[src/rtl/trig_pkg.sv]
// -----------------------------------------------------------------------------
// trig_pkg
// Shared constants, FSM state type and the quarter-wave cosine table for the
// sequenced sine/cosine engine (trig_lut_seq).
//   cos_q(idx) : 100*cos(idx degrees), truncated toward zero, idx 0..90.
//                Any idx above 90 returns 0.
// -----------------------------------------------------------------------------
package trig_pkg;

    localparam int TRIG_SCALE  = 100;
    localparam int DEG_FULL    = 360;
    localparam int DEG_QUARTER = 90;

    typedef enum logic [1:0] {
        ST_IDLE = 2'd0,
        ST_FOLD = 2'd1,
        ST_LOOK = 2'd2
    } trigState_e;

    function automatic logic [7:0] cos_q(input logic [6:0] idx);
        case (idx)
            7'd0:                                     cos_q = 8'd100;
            7'd1, 7'd2, 7'd3, 7'd4, 7'd5, 7'd6, 7'd7, 7'd8: cos_q = 8'd99;
            7'd9, 7'd10, 7'd11:                       cos_q = 8'd98;
            7'd12, 7'd13, 7'd14:                      cos_q = 8'd97;
            7'd15, 7'd16:                             cos_q = 8'd96;
            7'd17, 7'd18:                             cos_q = 8'd95;
            7'd19:                                    cos_q = 8'd94;
            7'd20, 7'd21:                             cos_q = 8'd93;
            7'd22, 7'd23:                             cos_q = 8'd92;
            7'd24: cos_q = 8'd91;  7'd25: cos_q = 8'd90;
            7'd26, 7'd27:                             cos_q = 8'd89;
            7'd28: cos_q = 8'd88;  7'd29: cos_q = 8'd87;  7'd30: cos_q = 8'd86;
            7'd31: cos_q = 8'd85;  7'd32: cos_q = 8'd84;  7'd33: cos_q = 8'd83;
            7'd34: cos_q = 8'd82;  7'd35: cos_q = 8'd81;  7'd36: cos_q = 8'd80;
            7'd37: cos_q = 8'd79;  7'd38: cos_q = 8'd78;  7'd39: cos_q = 8'd77;
            7'd40: cos_q = 8'd76;  7'd41: cos_q = 8'd75;  7'd42: cos_q = 8'd74;
            7'd43: cos_q = 8'd73;  7'd44: cos_q = 8'd71;  7'd45: cos_q = 8'd70;
            7'd46: cos_q = 8'd69;  7'd47: cos_q = 8'd68;  7'd48: cos_q = 8'd66;
            7'd49: cos_q = 8'd65;  7'd50: cos_q = 8'd64;  7'd51: cos_q = 8'd62;
            7'd52: cos_q = 8'd61;  7'd53: cos_q = 8'd60;  7'd54: cos_q = 8'd58;
            7'd55: cos_q = 8'd57;  7'd56: cos_q = 8'd55;  7'd57: cos_q = 8'd54;
            7'd58: cos_q = 8'd52;  7'd59: cos_q = 8'd51;  7'd60: cos_q = 8'd50;
            7'd61: cos_q = 8'd48;  7'd62: cos_q = 8'd46;  7'd63: cos_q = 8'd45;
            7'd64: cos_q = 8'd43;  7'd65: cos_q = 8'd42;  7'd66: cos_q = 8'd40;
            7'd67: cos_q = 8'd39;  7'd68: cos_q = 8'd37;  7'd69: cos_q = 8'd35;
            7'd70: cos_q = 8'd34;  7'd71: cos_q = 8'd32;  7'd72: cos_q = 8'd30;
            7'd73: cos_q = 8'd29;  7'd74: cos_q = 8'd27;  7'd75: cos_q = 8'd25;
            7'd76: cos_q = 8'd24;  7'd77: cos_q = 8'd22;  7'd78: cos_q = 8'd20;
            7'd79: cos_q = 8'd19;  7'd80: cos_q = 8'd17;  7'd81: cos_q = 8'd15;
            7'd82: cos_q = 8'd13;  7'd83: cos_q = 8'd12;  7'd84: cos_q = 8'd10;
            7'd85: cos_q = 8'd8;   7'd86: cos_q = 8'd6;   7'd87: cos_q = 8'd5;
            7'd88: cos_q = 8'd3;   7'd89: cos_q = 8'd1;
            default:                                  cos_q = 8'd0;
        endcase
    endfunction

endpackage

[src/rtl/trig_quarter_rom.sv]
// -----------------------------------------------------------------------------
// trig_quarter_rom
// Combinational 91 x 8 quarter-wave cosine ROM (0..90 degrees).
//   idx [6:0] in  : table index in degrees; values above 90 read as 0
//   mag [7:0] out : unsigned magnitude, 100*cos(idx) truncated
// -----------------------------------------------------------------------------
module trig_quarter_rom
    import trig_pkg::*;
(
    input  logic [6:0] idx,
    output logic [7:0] mag
);

    assign mag = (idx > 7'(DEG_QUARTER)) ? 8'd0 : cos_q(idx);

endmodule

[src/rtl/trig_lut_seq.sv]
// -----------------------------------------------------------------------------
// trig_lut_seq
// Time-multiplexed sine/cosine engine. One request carries CHANNELS angles;
// each channel takes two cycles (FOLD: reduce and fold into the quarter
// table, LOOK: read table, apply sign, write the result slot).
//   clk      in  : clock, rising edge
//   rst_n    in  : asynchronous active-low reset
//   start    in  : request strobe, only honoured in IDLE
//   mode     in  : 0 = cosine, 1 = sine (captured with start)
//   angles   in  : CHANNELS x ANG_W unsigned degrees (captured with start)
//   busy     out : high while a request is in progress
//   done     out : one-cycle pulse after the last slot is written
//   results  out : CHANNELS x OUT_W signed results scaled by 100
// -----------------------------------------------------------------------------
module trig_lut_seq
    import trig_pkg::*;
#(
    parameter int CHANNELS = 3,
    parameter int ANG_W    = 10,
    parameter int OUT_W    = 8
) (
    input  logic                      clk,
    input  logic                      rst_n,
    input  logic                      start,
    input  logic                      mode,
    input  logic [CHANNELS*ANG_W-1:0] angles,
    output logic                      busy,
    output logic                      done,
    output logic [CHANNELS*OUT_W-1:0] results
);

    localparam int CNT_W = (CHANNELS > 1) ? $clog2(CHANNELS) : 1;
    // One spare bit so the +270 sine offset cannot overflow.
    localparam int WRK_W = ANG_W + 1;
    // Conditional subtractions needed to bring any ANG_W-bit angle below 360.
    localparam int NSUB  = ((2 ** ANG_W) + DEG_FULL - 1) / DEG_FULL - 1;
    localparam logic [CNT_W-1:0] LAST_CH = CNT_W'(CHANNELS - 1);

    trigState_e                state;
    logic [CNT_W-1:0]          chan;
    logic [CHANNELS*ANG_W-1:0] angCap;
    logic                      modeCap;
    logic [6:0]                idxP1;
    logic                      negP1;

    logic [ANG_W-1:0]          curAng;
    logic [WRK_W-1:0]          red;
    logic [6:0]                foldIdx;
    logic                      foldNeg;
    logic [7:0]                mag;
    logic [OUT_W-1:0]          magExt;
    logic signed [OUT_W-1:0]   slotVal;
    logic                      accept;

    assign accept = (state == ST_IDLE) && start;
    assign curAng = angCap[chan*ANG_W +: ANG_W];

    // FOLD stage: modulo-360 reduction, sine offset, quadrant fold.
    always_comb begin
        red = WRK_W'(curAng);
        for (int k = 0; k < NSUB; k++) begin
            if (red >= WRK_W'(DEG_FULL)) red = red - WRK_W'(DEG_FULL);
        end
        // sin(a) = cos(a + 270)
        if (modeCap) begin
            red = red + WRK_W'(270);
            if (red >= WRK_W'(DEG_FULL)) red = red - WRK_W'(DEG_FULL);
        end
        foldIdx = 7'd0;
        foldNeg = 1'b0;
        if (red <= WRK_W'(DEG_QUARTER)) begin
            foldIdx = 7'(red);
        end else if (red <= WRK_W'(180)) begin
            foldIdx = 7'(WRK_W'(180) - red);
            foldNeg = 1'b1;
        end else if (red <= WRK_W'(270)) begin
            foldIdx = 7'(red - WRK_W'(180));
            foldNeg = 1'b1;
        end else begin
            foldIdx = 7'(WRK_W'(DEG_FULL) - red);
        end
    end

    // LOOK stage: table read and sign application; -0 stays 0.
    trig_quarter_rom uRom (
        .idx (idxP1),
        .mag (mag)
    );

    assign magExt  = OUT_W'(mag);
    assign slotVal = negP1 ? -$signed(magExt) : $signed(magExt);

    // Capture and fold registers carry data only and need no reset.
    always_ff @(posedge clk) begin
        if (accept) begin
            angCap  <= angles;
            modeCap <= mode;
        end
        if (state == ST_FOLD) begin
            idxP1 <= foldIdx;
            negP1 <= foldNeg;
        end
    end

    always_ff @(posedge clk or negedge rst_n) begin
        if (!rst_n) begin
            state   <= ST_IDLE;
            chan    <= '0;
            busy    <= 1'b0;
            done    <= 1'b0;
            results <= '0;
        end else begin
            done <= 1'b0;
            case (state)
                ST_IDLE: begin
                    if (start) begin
                        chan  <= '0;
                        busy  <= 1'b1;
                        state <= ST_FOLD;
                    end
                end
                ST_FOLD: begin
                    state <= ST_LOOK;
                end
                ST_LOOK: begin
                    results[chan*OUT_W +: OUT_W] <= slotVal;
                    if (chan == LAST_CH) begin
                        busy  <= 1'b0;
                        done  <= 1'b1;
                        state <= ST_IDLE;
                    end else begin
                        chan  <= chan + 1'b1;
                        state <= ST_FOLD;
                    end
                end
                default: state <= ST_IDLE;
            endcase
        end
    end

endmodule
[config.mk]
export PLATFORM = sky130hd
export DESIGN_NAME = trig_lut_seq
export DESIGN_NICKNAME = d
export VERILOG_FILES = /design/src/rtl/trig_pkg.sv /design/src/rtl/trig_quarter_rom.sv /design/src/rtl/trig_lut_seq.sv
export SDC_FILE = /design/constraint.sdc
export NUM_CORES = 1
export LEC_CHECK = 0
export ABC_AREA = 0
export CAP_MARGIN = 20
export CORE_ASPECT_RATIO = 0.6
export CORE_MARGIN = 2
export CORE_UTILIZATION = 40
export CTS_CLUSTER_DIAMETER = 200
export CTS_CLUSTER_SIZE = 14
export DETAILED_ROUTE_END_ITERATION = 16
export HOLD_SLACK_MARGIN = 0.15
export PLACE_DENSITY_LB_ADDON = 0.25
export SYNTH_ARGS = -nofsm -noshare
export SYNTH_HDL_FRONTEND = slang
export SYNTH_SLANG_ARGS = --single-unit
export TNS_END_PERCENT = 20
[constraint.sdc]
create_clock -name clk -period 8.76 [get_ports clk]
set_clock_uncertainty 0.2 [all_clocks]
set_input_delay 0.876 -clock clk [delete_from_list [all_inputs] [get_ports clk]]
set_output_delay 0.876 -clock clk [all_outputs]
set_load 0.005 [all_outputs]
[Word-level counts from Yosys, hierarchy flattened]
Memory sizes are Yosys's and may differ from the RTL's. A register that Yosys moved wholly into a read port is not among the register bits.
Cells that the tools add are included.
Word-level totals
  bits in registers: 69
  bits in read-only memories: 896
  memories kept: 1
Memory list
  (name not given): words 128, bits a word 7, rd ports 1, clocked after Yosys merged registers in 1, wr ports 0, RTL line trig_pkg.sv:21  | case (idx)
Cells by class
  add/subtract/negate cells: 10
  multipliers: 1
  order comparisons: 7
  equality and inequality tests: 6
  shift operators: 3
  multiplexer cells: 24
  reductions and logical operators: 5
Operator list (number)
  two-way mux 11 bit: 4
  negation 5 -> 34 bit: 1
  variable shift 8 x 34 -> 24 bit, first input constant: 1
  indexed part select 8 x 34 -> 24 bit: 1
  indexed part select 30 x 7 -> 10 bit: 1
  two-way mux 7 bit: 4
  bitwise mux 24 bit: 1
  greater-or-equal comparator 11 x 9 -> 1 bit, second input constant: 2
  subtractor 11 x 9 -> 11 bit, second input constant: 2
  two-way mux 8 bit: 2
  adder 11 x 9 -> 11 bit, second input constant: 1
  less-or-equal comparator 11 x 7 -> 1 bit, second input constant: 1
  less-or-equal comparator 11 x 8 -> 1 bit, second input constant: 1
  less-or-equal comparator 11 x 9 -> 1 bit, second input constant: 1
  subtractor 10 x 9 -> 11 bit, second input constant: 1
  greater-or-equal comparator 10 x 9 -> 1 bit, second input constant: 1
  negation 8 bit: 1
  > comparator 7 bit, second input constant: 1
  two-way mux 1 bit: 7
  subtractor 6 x 7 -> 7 bit, first input constant: 1
  subtractor 7 x 6 -> 7 bit, second input constant: 1
  subtractor 7 bit, first input constant: 1
  two-way mux 2 bit: 3
  inequality test 2 bit, second input constant: 3
  11 further kinds: 13

[Logic depth before layout (Yosys ltp)]
Gate-level depths: netlist (run 1).
  depth in word-level cells: 15
  depth in mapped cells: 45
  depth with buffers taken out: 41

[Modules after synthesis]
From an unflattened synthesis (run 1), not the netlist that was laid out.
Second synthesis, totals
  cell total of the unflattened synthesis: 693
  area, all modules: 6434.9 µm²
Modules (own cells, without submodules)
  trig_lut_seq: instances 1, cells each 576, area each 5521.5 µm², sequential area each 1921.8 µm²
  trig_quarter_rom: instances 1, cells each 117, area each 913.4 µm², sequential area each 0.0 µm²

[Worst setup path after synthesis (run 1)]
No wires, ideal clock.
  path kind: reg-to-reg
  start point: register chan[0]
  end point: register with a tool-made name
  setup time: 0.127 ns
  arrival time: 8.617 ns
  required time: 8.433 ns
  slack: -0.184 ns
  stages on the path, launching flop included: 43
  buffers on the path: 4
  period minus slack after synthesis: 8.944 ns
  path through: dfrtp_1 -> buf_6 -> buf_6 -> mux2i_1 -> o21ai_0 -> inv_1 -> ha_1 -> o2111a_1 -> nor3_1 -> nor3_1 -> xnor2_2 -> inv_1 -> ha_1 -> inv_1 -> a31oi_1 -> a31oi_1 -> a21boi_0 -> a32o_1 -> (+7 left out) -> or2_2 -> a21oi_1 -> or4_4 -> and2_1 -> buf_2 -> ha_1 -> a22oi_1 -> a41oi_1 -> o21ai_0 -> nor4_1 -> a31o_2 -> mux2i_4 -> ha_1 -> mux2_1 -> mux2_1 -> mux2_2 -> nand4b_1 -> o211ai_1
RTL lines
  start, declared: RTL line trig_lut_seq.sv:40  | logic [CNT_W-1:0] chan;
  start signal, assigned: RTL line trig_lut_seq.sv:132  | chan <= chan + 1'b1;

==> impl_metrics.env, run 1 <==
export IMPL_min_delay_start="results[9]"
export IMPL_ant_nets=0
export IMPL_initial_core_util_pct=41.3
export IMPL_cts_sinks=76
export IMPL_hpwl_mm=14.9
export IMPL_post_synth_top_count_cell="nand2_1"
export IMPL_whs_endpoint="results[9]"
export IMPL_die_area_sq_um=17000
export IMPL_synth_edf_count=39
export IMPL_htreeDepth=3
export IMPL_rsz0062_at_grt="yes"
export IMPL_port_buffer_count=59
export IMPL_yosys_warnings=0
export IMPL_tritoncts="yes"
export IMPL_vias_per_cell=6.25
export IMPL_hp_class="flip-flop to flip-flop"
export IMPL_drt_initial_drc_count=816
export IMPL_final_hold_violation_count=0
export IMPL_yosysTopAreaCellShare_pct=18.3
export IMPL_outcome="finished clean"
export IMPL_avgSynthCellArea_sq_um=9.24
export IMPL_antenna_found_initial=0
export IMPL_synthArstFlopShare_pct=39.5
export IMPL_synth_largest_area_cell="edfxtp_1"
export IMPL_seq_area_frac_synth_pct=32.3
export IMPL_cts_made_buffers=9
export IMPL_dpl_cell_count=973
export IMPL_grt_max_degree=31
export IMPL_syn_inst=691
export IMPL_synth_ff_type="edfxtp_1"
export IMPL_crit_arrival_ns=8.55
export IMPL_track_usage_pct=22.8
export IMPL_drt_wl_total_mm=19.8
export IMPL_drtPass1Iterations=6
export IMPL_max_freq_mhz=117
export IMPL_worstSetupEndpointType="flip-flop"
export IMPL_ys_ff_latch=76
export IMPL_gp_congestion=0.974
export IMPL_worstPathMaxFanout=8
export IMPL_syn_area_sq_um=6380
export IMPL_wl_per_cell_um=19.6
export IMPL_nets=862
export IMPL_crit_top_cell="buf_4"
export IMPL_fillers=1373
export IMPL_drive_above_1_share_pct=21.0
export IMPL_slew_headroom_pct=29.0
export IMPL_yosys_top_cells_count="72 x nand2_1, 56 x nor2_1, 39 x edfxtp_1"
export IMPL_clockBufferDepth=2
export IMPL_die_height_um=102
export IMPL_layoutNonFillerInstCount=1008
export IMPL_period_share_pct=97.4
export IMPL_cpPeakStageDelay_ns=0.53
export IMPL_die_w_um=167
export IMPL_insertion_delay_ns=0.34
export IMPL_io_pins=60
export IMPL_cts_reportedPaths_clkPinSlew_ns=0.07
export IMPL_slew_violations=0
export IMPL_maxCapViolCount=0
export IMPL_grt_ovfl_total=0
export IMPL_yosysUniqueCellTypes=104
export IMPL_r2r_start="chan[0]"
export IMPL_reg2reg_depth=38
export IMPL_required_ns=8.78
export IMPL_startpoint_type="flip-flop"
export IMPL_area_delta_synth_final_pct=25.9
export IMPL_root_buffer="clkbuf_16"
export IMPL_coreArea_sq_um=15500
export IMPL_drc_errors=0
export IMPL_r2r_slack_ns=0.22
export IMPL_grt_pass1_wl_mm=31.1
export IMPL_finalCriticalPeriod_ns=8.54
export IMPL_vias=6299
export IMPL_antennaDiodeCount=0
export IMPL_hold_path_depth=2
export IMPL_rows=35
export IMPL_setup_viol=0
export IMPL_crit_type="flip-flop to flip-flop"
export IMPL_synthTopCellsByArea="edfxtp_1 18%, dfrtp_1 12%, ha_1 5.5%"
export IMPL_slowest_stage="or4_4"
export IMPL_grt_pass1_vias=5786
export IMPL_worst_pin_slew_ns=1.07
export IMPL_synth_fp_nets=753
-- worst max-delay path by stage --
stage / startpoint / endpoint / slack [ns] / cells past startpoint
2_1_floorplan: chan[0] / flip-flop / 0.001 / 43
5_1_grt: chan[0] / flip-flop / -0.15 / 41
3_5_place_dp: chan[1] / flip-flop / -0.24 / 38
3_3_place_gp: chan[1] / flip-flop / 0.03 / 37
6_report: chan[0] / flip-flop / 0.22 / 38
4_1_cts: chan[0] / flip-flop / 0.02 / 39
-- layout make-up --
class | instances | area (sq um) | area share (%)
Tap cell | 203 | 254 | 3.16
Clock buffer | 9 | 225 | 2.80
Clock inverter | 7 | 58.8 | 0.732
Timing Repair Buffer | 122 | 1080 | 13.4
Sequential cell | 76 | 2060 | 25.7
Inverter | 30 | 113 | 1.40
Multi-Input combinational cell | 561 | 4240 | 52.8
-- worst max-delay path: cells and delay by family (launching register included) --
| family | cells | cell delay [ns] |
|---|---|---|
| flip-flops | 1 | 0.37 |
| buffers and inverters | 6 | 0.79 |
| XOR/XNOR | 2 | 0.36 |
| AO/OA/AOI/OAI | 13 | 3.04 |
| multiplexers | 6 | 1.67 |
| AND/OR/NAND/NOR | 7 | 1.16 |
| adder cells (fa/ha/maj) | 4 | 0.79 |
-- metrics by stage --
step / hold WS (ns) / setup TNS [ns] / setup WS (ns) / area (sq um) / util [%]
after floorplan: 0.273 / 0 / 0.00102 / 6400 / -
after global placement: 0.265 / 0 / 0.0257 / 7430 / 48.0
after detailed placement: 0.281 / -0.700 / -0.241 / 7430 / 48.0
after CTS: 0.296 / 0 / 0.0235 / 7760 / 50.2
after global routing: 0.319 / -0.618 / -0.146 / 8040 / 52.0
final: 0.294 / 0 / 0.224 / 8040 / 52.0
-- flip-flops by register name (all words and copies together) (netlist names), named ones only --
register / count
angCap: 30
busy: 1
chan: 2
done: 1
idxP1: 7
modeCap: 1
negP1: 1
results: 24
state: 2
-- kinds of logic (layout without fill, tap and decap cells) --
group | count (synthesis) | in the layout | share of synthesized area (%)
multiplexers | 27 | 27 | 4.96
XOR/XNOR | 20 | 20 | 2.86
AO/OA/AOI/OAI | 241 | 241 | 31.3
buffers and inverters | 54 | 168 | 4.12
AND/OR/NAND/NOR | 245 | 245 | 19.0
adder cells (fa/ha/maj) | 28 | 28 | 5.49
flip-flops | 76 | 76 | 32.3
-- placed cells by master, fill, tap and decap left out, types with 7 or more instances in the layout --
master           instances
mux2i_1                 11
xnor2_1                 15
edfxtp_1                39
a21oi_1                 33
o21a_1                   8
a211oi_1                 8
nor4_1                   8
dfxtp_1                  7
and2_1                   8
nor2_1                  55
buf_4                   59
nand2_1                 71
o211ai_1                11
a22o_1                  17
ha_1                    22
nand3_1                 20
inv_1                   21
nor3_1                  21
inv_2                    8
a31oi_1                  8
dfrtp_1                 30
o21ai_0                 22
o21ai_1                 11
clkdlybuf4s50_1         59
o31ai_1                  8
clkbuf_16                9
or3_1                   13
-- per-layer routing --
layer | routed length, um | global-route usage [%] | up-vias
met3 | 1860 | 5.96 | 31
li1 | - | - | 2920
met5 | 0 | 0 | -
met4 | 293 | 4.44 | 0
met2 | 8030 | 32.3 | 308
met1 | 9610 | 34.7 | 3040
-- repair_timing --
item / 4_1_cts / 5_1_grt
resized for setup: 2 / 40
pin swaps: 2 / 14
endpoints found under the setup margin: 6 / 7
buffers inserted: 6 / 12
hold buffers: 0 / 0
Power of run 1 is not shown: default switching activity piles up to over one toggle a cycle in this logic, so the estimate is an artifact.
==> run 2: changes to the inputs <==
--- a/config.mk
+++ b/config.mk
@@ -10,10 +10,10 @@
 export CORE_ASPECT_RATIO = 0.6
 export CORE_MARGIN = 2
 export CORE_UTILIZATION = 40
-export CTS_CLUSTER_DIAMETER = 200
+export CTS_CLUSTER_DIAMETER = 50
 export CTS_CLUSTER_SIZE = 14
 export DETAILED_ROUTE_END_ITERATION = 16
-export HOLD_SLACK_MARGIN = 0.15
+export HOLD_SLACK_MARGIN = 0.05
 export PLACE_DENSITY_LB_ADDON = 0.25
 export SYNTH_ARGS = -nofsm -noshare
 export SYNTH_HDL_FRONTEND = slang
==> results of run 2 <==
The final DEF is identical to that of run 1; final timing and power are the same.
Power of run 2 is left out for the same reason.
==> run 3: changes to the inputs <==
--- a/config.mk
+++ b/config.mk
@@ -10,6 +10,7 @@
 export CORE_ASPECT_RATIO = 0.6
 export CORE_MARGIN = 2
 export CORE_UTILIZATION = 40
+export CTS_BUF_LIST = sky130_fd_sc_hd__clkbuf_4
 export CTS_CLUSTER_DIAMETER = 50
 export CTS_CLUSTER_SIZE = 14
 export DETAILED_ROUTE_END_ITERATION = 16
==> constraint.sdc (replaced) <==
create_clock -name clk -period 9.47 [get_ports clk]
set_clock_uncertainty 0.2 [all_clocks]
set_input_delay 0.947 -clock clk [delete_from_list [all_inputs] [get_ports clk]]
set_output_delay 0.947 -clock clk [all_outputs]
set_load 0.005 [all_outputs]
==> impl_metrics.env, run 3 (synthesis results as in run 1) <==
export IMPL_die_area_sq_um=17000
export IMPL_coreArea_sq_um=15500
export IMPL_post_route_util_pct=49.6
export IMPL_crit_type="flip-flop to flip-flop"
export IMPL_hold_slack_ns=0.314
export IMPL_worst_pin_slew_ns=1.10
export IMPL_worstPathMaxFanout=7
export IMPL_io_pins=60
export IMPL_final_common_cell="nand2_1"
export IMPL_wl_per_cell_um=19.5
export IMPL_cts_made_buffers=9
export IMPL_period_share_pct=95.8
export IMPL_rsz0062_at_grt="yes"
export IMPL_grt_max_degree=33
export IMPL_ff_latch_area_sq_um=2060
export IMPL_hpwl_mm=14.3
export IMPL_antennaDiodeCount=0
export IMPL_root_buffer="clkbuf_4"
export IMPL_drtPass1Iterations=5
export IMPL_setup_viol=0
export IMPL_grt_pass1_vias=5414
export IMPL_largest_register="angCap"
export IMPL_largest_register_ffs=30
export IMPL_htreeDepth=3
export IMPL_gp_congestion=0.934
export IMPL_grt_pass1_wl_mm=29.6
export IMPL_nets=843
export IMPL_grt_ovfl_total=0
export IMPL_slew_violations=0
export IMPL_cts_reportedPaths_clkPinSlew_ns=0.15
export IMPL_final_cell_mix="72 x nand2_1, 59 x clkdlybuf4s50_1, 55 x nor2_1"
export IMPL_insertion_delay_ns=0.43
export IMPL_drt_initial_drc_count=721
export IMPL_area_delta_synth_final_pct=20.2
export IMPL_finalSetupTns_ns=0
export IMPL_reg_largest_list="angCap x30, results x24, idxP1 x7"
export IMPL_drt_wl_total_mm=19.3
export IMPL_fillers=1405
export IMPL_outcome="finished clean"
export IMPL_track_usage_pct=21.9
export IMPL_cts_sinks=76
export IMPL_drc_errors=0
export IMPL_ant_nets=0
export IMPL_drive_above_1_share_pct=16.9
export IMPL_rows=35
export IMPL_port_buffer_count=59
export IMPL_vias_per_cell=6.21
export IMPL_die_height_um=102
export IMPL_worstSetupEndpointType="flip-flop"
export IMPL_crit_top_cell="buf_4"
export IMPL_max_freq_mhz=110
export IMPL_multi_input_area_sq_um=4190
export IMPL_final_hold_violation_count=0
export IMPL_initial_core_util_pct=41.3
export IMPL_required_ns=9.59
export IMPL_hold_buffers=0
export IMPL_vias=6143
export IMPL_maxCapViolCount=0
export IMPL_finalCriticalPeriod_ns=9.07
export IMPL_antenna_found_initial=0
export IMPL_crit_arrival_ns=9.19
export IMPL_cpPeakStageDelay_ns=0.48
export IMPL_hp_class="flip-flop to flip-flop"
export IMPL_slowest_stage="a222oi_1"
export IMPL_slew_headroom_pct=26.4
export IMPL_die_w_um=167
export IMPL_clockBufferDepth=2
export IMPL_startpoint_type="flip-flop"
export IMPL_tritoncts="yes"
[run 3: area by class of cell]
class / instances / area share [%]
Multi-Input combinational cell: 562 / 54.6
Clock inverter: 7 / 0.848
Timing Repair Buffer: 102 / 12.1
Inverter: 30 / 1.47
Sequential cell: 76 / 26.9
Clock buffer: 9 / 0.880
Tap cell: 203 / 3.31
[run 3: metrics by stage]
step                      cell area [sq um]  setup WS (ns)  instances
after floorplan                        6380          0.526        691
after detailed placement               7230         -0.186        949
after global routing                   7670         -0.209        989
after CTS                              7400         0.0683        968
after global placement                 7230          0.189        949
final                                  7670          0.401        989
[run 3: worst paths after layout]
path                            slack, ns        from         end  cells past startpoint
worst max-delay path                 0.40     chan[0]   flip-flop                     39
worst min-delay path                 0.31  results[9]  results[9]                      2
worst max register to register       0.40     chan[0]   flip-flop                     39
worst min register to register       0.31  results[9]  results[9]                      2
max in group asynchronous            8.10       rst_n     chan[1]                      2
min in group asynchronous            0.69       rst_n  results[6]                      2
[run 3: routing by layer]
| layer | vias up | track usage [%] | share of wire, % |
|---|---|---|---|
| met3 | 29 | 3.95 | 7.4 |
| met4 | 0 | 5.17 | 1.8 |
| met5 | - | 0 | 0 |
| met2 | 287 | 31.2 | 41 |
| met1 | 2944 | 33.9 | 49 |
| li1 | 2883 | - | - |
[run 3: worst max-delay path, delay by kind of cell, from the launching register on]
| kind | cells | cell delay, ns |
|---|---|---|
| mux | 7 | 1.94 |
| flops | 1 | 0.41 |
| buf+inv | 7 | 1.05 |
| fa+ha+maj | 4 | 0.95 |
| compound gates | 13 | 2.84 |
| simple gates | 8 | 1.54 |
[run 3: what timing repair did]
action                                  CTS  global route
endpoints found under the hold margin     0             0
pin swaps                                 2             9
buffers inserted                          3            20
gates resized for setup                   2            19
gates cloned                              0             1
endpoints found under the setup margin    6             7
Power of run 3 is left out for the same reason.
